--- config.mk ---
export PLATFORM = sky130hd
export DESIGN_NAME = modulo_fsm_estados_sistema
export DESIGN_NICKNAME = d
export VERILOG_FILES = /design/src/rtl/modulo_fsm_estados_sistema_pkg.sv /design/src/rtl/modulo_fsm_estados_sistema_sincroniza_borda.sv /design/src/rtl/modulo_fsm_estados_sistema.sv
export SDC_FILE = /design/constraint.sdc
export NUM_CORES = 1
export LEC_CHECK = 0
export BUFFER_PORTS_ARGS = -buffer_cell sky130_fd_sc_hd__buf_2
export CAP_MARGIN = 10
export CELL_PAD_IN_SITES_DETAIL_PLACEMENT = 0
export CELL_PAD_IN_SITES_GLOBAL_PLACEMENT = 1
export CORE_MARGIN = 3
export CORE_UTILIZATION = 50
export CTS_CLUSTER_SIZE = 40
export DETAILED_ROUTE_END_ITERATION = 12
export PLACE_DENSITY_LB_ADDON = 0.1
export SLEW_MARGIN = 10
export SYNTH_ARGS = -nofsm -noshare
export SYNTH_HDL_FRONTEND = slang
export SYNTH_SLANG_ARGS = --single-unit
--- constraint.sdc ---
create_clock -name clk -period 4.5 [get_ports clk]
set_input_delay 0.675 -clock clk [delete_from_list [all_inputs] [get_ports clk]]
set_output_delay 0.675 -clock clk [all_outputs]
set_load 0.01 [all_outputs]
--- src/rtl/modulo_fsm_estados_sistema_pkg.sv ---
// Shared definitions for the system-state controller: state codes and default sizing.
package modulo_fsm_estados_sistema_pkg;

  // State codes; the numeric values are the sta[1:0] code seen by the matrix selector.
  typedef enum logic [1:0] {
    ST_IDLE   = 2'b00,
    ST_CONFIG = 2'b01,
    ST_RUN    = 2'b10,
    ST_ALARM  = 2'b11
  } estado_t;

  // Default config-mode inactivity timeout (clk cycles) and the counter width that holds it.
  localparam int TIMEOUT_CYCLES_DEF = 50_000_000;
  localparam int CNT_W_DEF          = 26;

  // Saturating increment: stops at 'last' so the timer can never wrap.
  function automatic logic [31:0] sat_inc(input logic [31:0] value, input logic [31:0] last);
    if (value >= last) begin
      return last;
    end
    return value + 32'd1;
  endfunction

endpackage

--- src/rtl/modulo_fsm_estados_sistema_sincroniza_borda.sv ---
// Two-flop synchroniser for one asynchronous input followed by a rising-edge detector.
// d_sync is the synchronised level, d_rise a one-cycle pulse on each 0->1 of that level.
module modulo_sincroniza_borda (
  input  logic clk,
  input  logic rst,
  input  logic d_in,
  output logic d_sync,
  output logic d_rise
);

  logic meta_q, meta_d;
  logic sync_q, sync_d;
  logic prev_q, prev_d;

  // Shift the raw input through the metastability flop, the sync flop and the edge-history flop.
  always_comb begin
    meta_d = d_in;
    sync_d = meta_q;
    prev_d = sync_q;
  end

  // Register the synchroniser chain; reset clears it so no false edge follows reset.
  always_ff @(posedge clk) begin
    if (rst) begin
      meta_q <= 1'b0;
      sync_q <= 1'b0;
      prev_q <= 1'b0;
    end else begin
      meta_q <= meta_d;
      sync_q <= sync_d;
      prev_q <= prev_d;
    end
  end

  assign d_sync = sync_q;
  assign d_rise = sync_q & ~prev_q;

endmodule

--- src/rtl/modulo_fsm_estados_sistema.sv ---
// System-state controller: owns the 2-bit state code sta that drives the matrix selector.
// Synchronises the buttons and the alarm sensor, applies the transition priorities,
// runs the CONFIG inactivity timeout and emits a one-cycle pulse after every state change.
module modulo_fsm_estados_sistema
  import modulo_fsm_estados_sistema_pkg::*;
#(
  parameter int TIMEOUT_CYCLES = TIMEOUT_CYCLES_DEF,
  parameter int CNT_W          = CNT_W_DEF
) (
  input  logic       clk,
  input  logic       rst,
  input  logic       btn_start,
  input  logic       btn_cfg,
  input  logic       btn_ack,
  input  logic       alarm_in,
  output logic [1:0] sta,
  output logic       sta_chg
);

  localparam logic [CNT_W-1:0] TIMER_LAST = CNT_W'(TIMEOUT_CYCLES - 1);

  logic start_rise, cfg_rise, ack_rise, alarm_lvl;
  logic start_sync_unused, cfg_sync_unused, ack_sync_unused, alarm_rise_unused;

  estado_t          sta_q, sta_d;
  logic [CNT_W-1:0] timer_q, timer_d;
  logic             chg_pend_q, chg_pend_d;
  logic             sta_chg_q, sta_chg_d;
  logic             any_edge;
  logic             timeout_hit;

  modulo_sincroniza_borda u_sync_start (
    .clk    (clk),
    .rst    (rst),
    .d_in   (btn_start),
    .d_sync (start_sync_unused),
    .d_rise (start_rise)
  );

  modulo_sincroniza_borda u_sync_cfg (
    .clk    (clk),
    .rst    (rst),
    .d_in   (btn_cfg),
    .d_sync (cfg_sync_unused),
    .d_rise (cfg_rise)
  );

  modulo_sincroniza_borda u_sync_ack (
    .clk    (clk),
    .rst    (rst),
    .d_in   (btn_ack),
    .d_sync (ack_sync_unused),
    .d_rise (ack_rise)
  );

  modulo_sincroniza_borda u_sync_alarm (
    .clk    (clk),
    .rst    (rst),
    .d_in   (alarm_in),
    .d_sync (alarm_lvl),
    .d_rise (alarm_rise_unused)
  );

  // Next state, timeout timer and change pipeline; alarm overrides every other input.
  always_comb begin
    any_edge    = start_rise | cfg_rise | ack_rise;
    timeout_hit = (timer_q == TIMER_LAST) && !any_edge;

    sta_d = sta_q;
    if (alarm_lvl) begin
      sta_d = ST_ALARM;
    end else begin
      case (sta_q)
        ST_IDLE: begin
          if (start_rise)    sta_d = ST_RUN;
          else if (cfg_rise) sta_d = ST_CONFIG;
        end
        ST_CONFIG: begin
          if (start_rise)       sta_d = ST_RUN;
          else if (cfg_rise)    sta_d = ST_IDLE;
          else if (timeout_hit) sta_d = ST_IDLE;
        end
        ST_RUN: begin
          if (start_rise) sta_d = ST_IDLE;
        end
        ST_ALARM: begin
          if (ack_rise) sta_d = ST_IDLE;
        end
        default: sta_d = ST_IDLE;
      endcase
    end

    timer_d = '0;
    if ((sta_q == ST_CONFIG) && (sta_d == ST_CONFIG) && !any_edge) begin
      timer_d = CNT_W'(sat_inc(32'(timer_q), 32'(TIMER_LAST)));
    end

    chg_pend_d = (sta_d != sta_q);
    sta_chg_d  = chg_pend_q;
  end

  // State register with registered outputs; reset wins over any pending transition.
  always_ff @(posedge clk) begin
    if (rst) begin
      sta_q      <= ST_IDLE;
      timer_q    <= '0;
      chg_pend_q <= 1'b0;
      sta_chg_q  <= 1'b0;
    end else begin
      sta_q      <= sta_d;
      timer_q    <= timer_d;
      chg_pend_q <= chg_pend_d;
      sta_chg_q  <= sta_chg_d;
    end
  end

  assign sta     = sta_q;
  assign sta_chg = sta_chg_q;

endmodule

==> key figures <==
Run status
  – Status: finished clean

Place
  – DP Cell Count: 231
  – Gpl congestion: 0.796
  – DP Wirelength: 2.11 mm
  – DP Area: 0.00180 sq mm
  – Port Buffers: 8

Flow run
  – MaxCap Viol Count: 0

Logic synthesis
  – Seq/Total Area, Yosys: 46.7%
  – Cell with the most instances after synthesis: dfxtp_1
  – Area contributors post-synth: dfxtp_1 (47%), xor2_1 (8.0%), a21oi_1 (5.7%)
  – Number of synthesized flops with an enable pin: 0
  – Share of the synthesized area in the top cell type: 46.7%
  – Synth Warn #: 0
  – Synth Net Count: 193
  – Synthesized cell area: 0.00176 sq mm
  – Most frequent cells after synthesis: dfxtp_1 (41), a21oi_1 (20), xor2_1 (16), nor2b_1 (15), nand3_1 (13)
  – Synthesized flop and latch total: 41
  – Syn Inst Count: 186
  – Ys flop type: dfxtp_1
  – Distinct cells, synth: 38
  – Asr flop ratio synth: 0%
  – Leading area contributor after synthesis: dfxtp_1
  – Mapped Avg Cell Area: 9.45 sq um

Timing
  – Final setup fails: 0
  – Final worst-path cycle share: 54.0%
  – Hold Fails Final Rpt: 0
  – Fmax achieved: 411 MHz
  – Rel. slew slack: 20.9%
  – Fin. max-slew vios: 0
  – Clk_skew: 0.00985 ns
  – Final setup TNS: 0 ns
  – Least-Margin Pin Slew: 1.18 ns
  – RSZ-0062 raised after global routing: false
  – Tmin final: 2.43 ns

Floorplan
  – Num ports: 9
  – Core footprint: 0.00320 sq mm
  – FP Rows: 20
  – Starting Density: 54.9%
  – Die Wd: 65.3 um
  – Die height: 65.3 um
  – Die area: 0.00426 sq mm

Worst setup path
  – CP Max Fanout: 26
  – CP bufs+invs: 0
  – FF-to-FF Start: timer_q[0]
  – CP peak stage delay: 0.73 ns
  – R2r setup slk: 2.07 ns
  – Top Family by Delay on Critical Path: simple AND/OR/NAND/NOR gates
  – Worst Path Required: 4.71 ns
  – Worst setup EP type: flop
  – Cell count of the worst reg-to-reg path: 6
  – WP data arrival: 2.64 ns
  – Most frequent CP cell: nor3_1
  – CP Class: reg2reg
  – Reg2Reg Capture Point: timer_q[18]
  – Critical Path Source Type: flop
  – Critical path's slowest cell: a21o_1
  – Cell Chain, Critical Path: ha_1 > nand3_1 > or2_2 > nor3_1 > a21o_1 > nor3_1

CTS
  – CTS tree: yes
  – H-tree depth: 2
  – CTS Hold Bufs: 0
  – CTS Root Cell: clkbuf_4
  – Setup bufs post-CTS: 0
  – Clk buf depth: 2
  – CTS sink count: 41
  – TritonCTS Buffers: 5
  – Clock Latency Late Sink: 0.35 ns
  – PostCTS Resize Cnt: 0
  – Clk slew on worst S/H paths: 0.12 ns

Route
  – DRC: 0
  – Wirelength per Cell: 12.6 um
  – Via density: 5.43
  – Router iterations before antenna repair: 4
  – Vias post-DR: 1,298
  – Iteration-0 DRC count of the detailed router: 67
  – Post-Route WL: 3.02 mm
  – Antenna-violating nets left: 0

GRT
  – Vias in the first global route: 1,228
  – Tot GR Track Use: 16.1%
  – Initial antenna violation count: 0
  – First-pass GRT wire length: 5.38 mm
  – Pin count of the biggest net entering global routing: 27
  – Remaining global-route overflow: 0

Hold path
  – Hold depth: 1
  – Worst Hold Class: reg2reg
  – Worst Hold Path EP: u_sync_cfg.d_sync
  – Worst hold start: u_sync_cfg.meta_q

Pwr
  – Maximum vdd ir drop: 0.000217 V
  – PwrDens: 362 mW/mm^2
  – Static leakage: 0.000626 uW

Finish
  – P&R area growth vs syn: 8.04%
  – Layout cells sized above 1: 12.8%
  – Antenna cells: 0
  – NumNets Final: 201
  – Final Cell Area: 0.00190 sq mm
  – Post-Layout Cell Count: 239
==> metrics by stage <==
step                hold slack, ns  total power [uW]  util [%]  setup WS, ns
floorplan                    0.414               404         -          2.65
global placement             0.424               407      56.1          2.18
detailed placement           0.425               408      56.1          2.05
CTS                          0.453               695      59.3          2.06
global route                 0.473               716      59.3          1.75
finish                       0.450               688      59.3          2.07
==> power breakdown <==
part / internal, uW / switching, uW
combinational: 11.3 / 12.6
sequential: 370 / 5.74
clock: 172 / 116
==> cell families after synthesis <==
group                    share of synthesized area, %
AO/OA/AOI/OAI                                    10.7
XOR/XNOR                                         11.5
adder cells (fa/ha/maj)                         0.712
buffers and inverters                            3.84
flip-flops                                       46.7
AND/OR/NAND/NOR                                  26.5
==> how the worst max path moves through the flow <==
stage / start / end / slack, ns / cells after the start
2_1_floorplan: timer_q[0] / timer_q[20] / 2.65 / 8
3_3_place_gp: timer_q[0] / timer_q[9] / 2.18 / 6
3_5_place_dp: timer_q[0] / timer_q[11] / 2.05 / 6
4_1_cts: timer_q[0] / timer_q[11] / 2.06 / 6
5_1_grt: timer_q[0] / timer_q[9] / 1.75 / 6
6_report: timer_q[0] / timer_q[18] / 2.07 / 6
==> layer usage <==
layer | up-vias | wire length [um] | GRT usage [%]
met1 | 607 | 1490 | 20.6
li1 | 669 | - | -
met5 | - | 0 | 0
met4 | 0 | 39 | 7.25
met3 | 4 | 100 | 4.27
met2 | 18 | 1390 | 25.2
==> sequential cells by signal, indices dropped and copies added, names as in the netlist <==
name                 flops
u_sync_alarm.meta_q      1
u_sync_cfg.prev_q        1
sta                      2
u_sync_ack.meta_q        1
u_sync_start.d_sync      1
u_sync_alarm.d_sync      1
u_sync_cfg.d_sync        1
u_sync_cfg.meta_q        1
u_sync_ack.prev_q        1
sta_chg                  1
u_sync_start.meta_q      1
chg_pend_q               1
u_sync_start.prev_q      1
timer_q                 26
u_sync_ack.d_sync        1
==> layout make-up <==
cell class | count | area (sq um)
Timing Repair Buffer | 8 | 40.0
Clock inverter | 3 | 65.1
Fill cell | 301 | 1300
Multi-Input combinational cell | 135 | 870
Inverter | 3 | 11.3
Tap cell | 44 | 55.1
Sequential cell | 41 | 821
Clock buffer | 5 | 37.5
==> placed cells by master, fill, tap and decap left out, types with 3 or more instances in the layout <==
| master | n |
|---|---|
| nor3_1 | 9 |
| nand3_1 | 13 |
| nand2_1 | 6 |
| clkbuf_4 | 5 |
| nand4_1 | 7 |
| nor2b_1 | 15 |
| xnor2_1 | 7 |
| buf_2 | 8 |
| nor2_1 | 10 |
| inv_1 | 3 |
| a21oi_1 | 20 |
| xor2_1 | 16 |
| dfxtp_1 | 41 |
Note: power is estimated with default switching activity, not from simulation.
